`config.mk`:
```
export PLATFORM = sky130hd
export DESIGN_NAME = pcie_ss_axis_rx_pkt_arb
export DESIGN_NICKNAME = d
export VERILOG_FILES = /design/src/rtl/pcie_ss_axis_rx_pkt_arb.sv
export SDC_FILE = /design/constraint.sdc
export NUM_CORES = 2
export LEC_CHECK = 0
export CORE_AREA = 8 8 675 677
export CTS_BUF_LIST = sky130_fd_sc_hd__clkbuf_4
export CTS_CLUSTER_DIAMETER = 40
export CTS_CLUSTER_SIZE = 10
export DETAILED_ROUTE_END_ITERATION = 8
export DIE_AREA = 0 0 683 685
export PLACE_DENSITY = 0.39
export SYNTH_ARGS = -nofsm -noshare
export SYNTH_HDL_FRONTEND = slang
export SYNTH_SLANG_ARGS = --single-unit
```
`constraint.sdc`:
```
create_clock -name clk -period 4.2 [get_ports clk]
set_clock_uncertainty 0.15 [all_clocks]
set_input_delay 0.84 -clock clk [delete_from_list [all_inputs] [get_ports clk]]
set_output_delay 0.84 -clock clk [all_outputs]
set_load 0.005 [all_outputs]
```
`src/rtl/pcie_ss_axis_rx_pkt_arb.sv`:
```
// Packet-granular two-port arbiter merging the RX completion (port 0) and request (port 1)
// TLP streams. Completions get weighted priority; a burst limit bounds request starvation.
module pcie_ss_axis_rx_pkt_arb #(
    parameter int DATA_WIDTH = 512,
    parameter int USER_WIDTH = 10,
    parameter int P0_BURST   = 4
) (
    input  logic                    clk,
    input  logic                    rst_n,

    input  logic                    i0_tvalid,
    output logic                    i0_tready,
    input  logic [DATA_WIDTH-1:0]   i0_tdata,
    input  logic [DATA_WIDTH/8-1:0] i0_tkeep,
    input  logic [USER_WIDTH-1:0]   i0_tuser_vendor,
    input  logic                    i0_tlast,

    input  logic                    i1_tvalid,
    output logic                    i1_tready,
    input  logic [DATA_WIDTH-1:0]   i1_tdata,
    input  logic [DATA_WIDTH/8-1:0] i1_tkeep,
    input  logic [USER_WIDTH-1:0]   i1_tuser_vendor,
    input  logic                    i1_tlast,

    output logic                    o_tvalid,
    input  logic                    o_tready,
    output logic [DATA_WIDTH-1:0]   o_tdata,
    output logic [DATA_WIDTH/8-1:0] o_tkeep,
    output logic [USER_WIDTH-1:0]   o_tuser_vendor,
    output logic                    o_tlast,
    output logic                    o_src,
    output logic                    busy
);

    localparam int KEEP_WIDTH = DATA_WIDTH / 8;

    typedef enum logic [1:0] {
        IDLE  = 2'd0,
        LOCK0 = 2'd1,
        LOCK1 = 2'd2
    } state_t;

    typedef struct packed {
        logic                  src;
        logic                  last;
        logic [USER_WIDTH-1:0] user;
        logic [KEEP_WIDTH-1:0] keep;
        logic [DATA_WIDTH-1:0] data;
    } beat_t;

    state_t     state_q, state_d;
    logic [7:0] burst_cnt;
    logic       arb_en;
    beat_t      head_q, skid_q, in_beat;
    logic       head_vld, skid_vld;
    logic       pop, space, grant, grant_vld, in_valid, push, sop;

    // Grant selection: arbitration in IDLE, fixed to the locked port otherwise.
    // NOTE: every signal assigned in always_comb gets a default first, so no latch is inferred.
    always_comb begin
        grant     = 1'b0;
        grant_vld = 1'b0;
        unique case (state_q)
            IDLE: begin
                if (i0_tvalid && i1_tvalid) begin
                    grant_vld = 1'b1;
                    grant     = (burst_cnt == 8'(P0_BURST));
                end else if (i0_tvalid) begin
                    grant_vld = 1'b1;
                end else if (i1_tvalid) begin
                    grant_vld = 1'b1;
                    grant     = 1'b1;
                end
            end
            LOCK0: grant_vld = 1'b1;
            LOCK1: begin
                grant_vld = 1'b1;
                grant     = 1'b1;
            end
            default: ;
        endcase
    end

    assign pop       = head_vld & o_tready;
    assign space     = ~skid_vld | pop;
    assign i0_tready = arb_en & space & grant_vld & ~grant;
    assign i1_tready = arb_en & space & grant_vld & grant;
    assign in_valid  = grant ? i1_tvalid : i0_tvalid;
    assign push      = arb_en & space & grant_vld & in_valid;
    assign sop       = push & (state_q == IDLE);

    always_comb begin
        in_beat.src  = grant;
        in_beat.last = grant ? i1_tlast        : i0_tlast;
        in_beat.user = grant ? i1_tuser_vendor : i0_tuser_vendor;
        in_beat.keep = grant ? i1_tkeep        : i0_tkeep;
        in_beat.data = grant ? i1_tdata        : i0_tdata;
    end

    always_comb begin
        state_d = state_q;
        if (push) begin
            if (in_beat.last) state_d = IDLE;
            else              state_d = grant ? LOCK1 : LOCK0;
        end
    end

    // NOTE: sequential state uses non-blocking assignments so every flop samples pre-edge values.
    always_ff @(posedge clk or negedge rst_n) begin
        if (!rst_n) begin
            state_q   <= IDLE;
            burst_cnt <= 8'd0;
            arb_en    <= 1'b0;
        end else begin
            state_q <= state_d;
            arb_en  <= 1'b1;
            if (sop) begin
                if (grant)
                    burst_cnt <= 8'd0;
                else if (i1_tvalid && burst_cnt != 8'(P0_BURST))
                    burst_cnt <= burst_cnt + 8'd1;
            end
        end
    end

    // Two-entry skid buffer: head drives the outputs directly, skid absorbs one stalled beat.
    // NOTE: payload registers are reset too, because every output must read 0 during reset.
    always_ff @(posedge clk or negedge rst_n) begin
        if (!rst_n) begin
            head_q   <= '0;
            skid_q   <= '0;
            head_vld <= 1'b0;
            skid_vld <= 1'b0;
        end else if (pop) begin
            if (skid_vld) begin
                head_q <= skid_q;
                if (push) skid_q   <= in_beat;
                else      skid_vld <= 1'b0;
            end else if (push) begin
                head_q <= in_beat;
            end else begin
                head_vld <= 1'b0;
            end
        end else if (push) begin
            if (head_vld) begin
                skid_q   <= in_beat;
                skid_vld <= 1'b1;
            end else begin
                head_q   <= in_beat;
                head_vld <= 1'b1;
            end
        end
    end

    assign o_tvalid       = head_vld;
    assign o_tdata        = head_q.data;
    assign o_tkeep        = head_q.keep;
    assign o_tuser_vendor = head_q.user;
    assign o_tlast        = head_q.last;
    assign o_src          = head_q.src;
    assign busy           = (state_q != IDLE);

endmodule

```
==> out/qor.yml <==
run_status:
  status: "finished, final reports clean"
drt:
  met1_length_um: 184000
  vias: 77700
  routed_wl_um: 472000
  wl_met2_um: 230000
  met3RoutedLength_um: 36500
  firstDrtPassIters: 7
  top_layer: "met5"
  drt-vias-per-instance: 5.01
  drt_iter0_drc: 6705
  wl_per_cell_um: 30.4
  detail-route-antenna-nets: 0
  drc: 0
cells_and_area:
  mostFrequentLayoutCells: "1748 x clkdlybuf4s50_1, 1186 x dfrtp_1, 1175 x nand4_1, 597 x nand2_1, 591 x nand3_1"
  area_delta_synth_final_pct: 45.7
  fin_util_pct: 23.6
  final_common_cell: "clkdlybuf4s50_1"
  n_fill_cell: 47600
  nets: 10500
  multiInputGateArea_mm2: 0.0382
  fin_area_mm2: 0.105
  drive_above_1_share_pct: 14.8
  final-seq-area_mm2: 0.0298
power:
  power_frac_seq_pct: 28.5
  switchingPower_mw: 35.1
  power.density_mw_per_mm2: 734
  ir_worst_vdd_v: 0.000604
  pwr-share-comb_pct: 56.0
  p_leak_nw: 38.2
  internal_power_mw: 41.9
  p_clk_share_pct: 15.5
  power_switching_share_pct: 45.6
placement:
  placed_area_mm2: 0.0966
  pre_cts_slack_ns: 0.385
  port_buffers: 1770
  dpl.hpwl_um: 349000
  gp_congestion: 0.885
setup_path:
  worst_setup_path_end_kind: "flop"
  cp_max_fo: 95
  r2r_setup_slack_ns: 0.18
  cp.required_ns: 5.20
  cp.arrival_ns: 5.01
  critical_path_class: "reg2reg"
  crit_path_start_kind: "flop"
synth:
  synth_top_cell_area_share_pct: 41.4
  synthTopCellsByArea: "dfrtp_1 41%, nand4_1 10%, mux2_2 9.2%"
  synth_warnings: 0
  syn_inst: 7555
  syn_area_per_cell_um2: 9.52
  async_flop_share_pct: 100
  ys_seq_area_share_pct: 41.4
  ys_seq_elements: 1189
  synthesis.area_mm2: 0.0719
  synth_nets: 8739
  ys.flop_type: "dfrtp_1"
  synthDistinctLibCells: 42
  yosys.area.top_type: "dfrtp_1"
  synth_edf_count: 0
floorplan:
  rows: 245
  design.die.area_mm2: 0.468
  ios: 1771
  start_util_pct: 16.2
  die_h_um: 685
  die_w_um: 683
  coreArea_mm2: 0.444
timing:
  timing.final.ws_setup_ns: 0.184
  setup_viol: 0
  fin_hold_ws_ns: 0.298
  finalCritPeriodShare_pct: 95.6
  drv_slew: 0
  fmax_mhz: 249
  min_period_ns: 4.02
  hold_viol: 0
  worstMarginPinSlew_ns: 1.33
  relSlewSlack_pct: 11.0
global_routing:
  grt_pass1_vias: 76100
  antenna_found_initial: 76
  grt_max_degree: 161
  overflow: 0
  track_usage_pct: 19.0
  grt_pass1_wl_um: 642000
cts:
  htree_levels: 5
  worstSkewPairLatency_ns: 1.31
  clockBufferDepth: 4
  clock-root-buffer: "clkbuf_4"
  path_clk_slew_ns: 0.08
  clkSinkCount: 1189
  cts_buffers: 270
  cts_tree: "done"
job:
  max-cap-violations: 0
min_path:
  hp-class: "in2reg"
[through the flow]
| step | instances | setup TNS [ns] | power, mW |
|---|---|---|---|
| after global routing | 15500 | -0.0258 | 81.1 |
| after global placement | 14600 | 0 | 63.8 |
| after CTS | 15400 | -0.113 | 78.1 |
| after detailed placement | 14600 | 0 | 64.7 |
| final | 15500 | 0 | 76.9 |
| after floorplan | 7555 | 0 | 41.4 |
[repair_timing]
item	4_1_cts	5_1_grt
hold endpoints to repair	1573	0
cloned	1	0
gates resized for setup	23	1
pin swaps	4	3
hold buffers	359	0
endpoints found under the setup margin	3	1
setup buffers	5	3
[power groups by stage]
stage / clock network (mW) / logic [mW] / registers, mW
global placement: 0 / 42.2 / 21.7
floorplan: 0 / 20.6 / 20.9
detailed placement: 0 / 42.7 / 22.0
finish: 11.9 / 43.1 / 21.9
CTS: 12.4 / 43.8 / 21.9
global route: 12.9 / 45.6 / 22.6
[area by class of cell]
| class | count | area share, % |
|---|---|---|
| tap | 5928 | 7.08 |
| antenna | 52 | 0.124 |
| inverter | 9 | 0.0394 |
| multi-input combinational | 5376 | 36.5 |
| clock buffer | 307 | 2.20 |
| sequential | 1189 | 28.4 |
| clock inverter | 170 | 1.88 |
| timing repair buffer | 2473 | 23.8 |
[worst max-delay path: stages (launching register included)]
cell and delay (ns):
dfrtp_1 0.40, inv_1 0.08, ha_2 0.26, nand3b_1 0.18, buf_4 0.22, buf_12 0.15, buf_12 0.18, buf_4 0.56
o211ai_1 0.28, nand4_1 0.13, dlygate4sd3_1 0.60, a221o_1 0.31
[state kept, by name, summed over array words and instances (netlist names), 2 cells and up]
register / flops
skid_q: 588
o_tdata: 512
o_tkeep: 64
o_tuser_vendor: 10
burst_cnt: 8
state_q: 2
[worst paths after layout]
kind | start | endpoint | depth (start not counted)
setup reg to reg | burst_cnt[1] | o_tdata[241] | 11
setup / recovery | burst_cnt[1] | o_tdata[241] | 11
hold / removal | i0_tkeep[44] | o_tkeep[44] | 4
max in group asynchronous | rst_n | skid_q[566] | 3
min in group asynchronous | rst_n | skid_q[273] | 3
hold reg to reg | skid_q[22] | skid_q[22] | 1
[kinds of logic (layout without fill, tap and decap cells)]
kind of cell	Yosys count	after routing	share of synthesized area, %
compound gates	1800	1800	20.8
other cells	1	53	0.00521
fa+ha+maj	5	5	0.0870
buf+inv	991	2959	5.73
mux	590	590	9.24
simple gates	2979	2980	22.8
flops	1189	1189	41.4
[cells in the mapped netlist (3+ instances only)]
master / instances
and2_1: 3
a22oi_1: 586
nand2_1: 597
a221o_1: 587
or4_1: 3
buf_2: 51
nand3_1: 592
inv_1: 8
o22ai_1: 3
nor2b_1: 588
o31ai_1: 4
o211ai_1: 590
buf_6: 44
buf_1: 96
a21oi_1: 6
o21ai_0: 10
nand4_1: 1175
mux2_2: 589
ha_1: 5
nand2b_1: 4
and3_1: 3
clkbuf_1: 790
nor2_1: 8
dfrtp_1: 1189
[per-layer routing]
metal / GRT usage [%] / up-vias
met3: 5.05 / 619
li1: - / 33500
met5: 0 / -
met1: 22.3 / 40100
met4: 7.55 / 26
met2: 32.6 / 3398
Power figures use the tool's default switching activity.
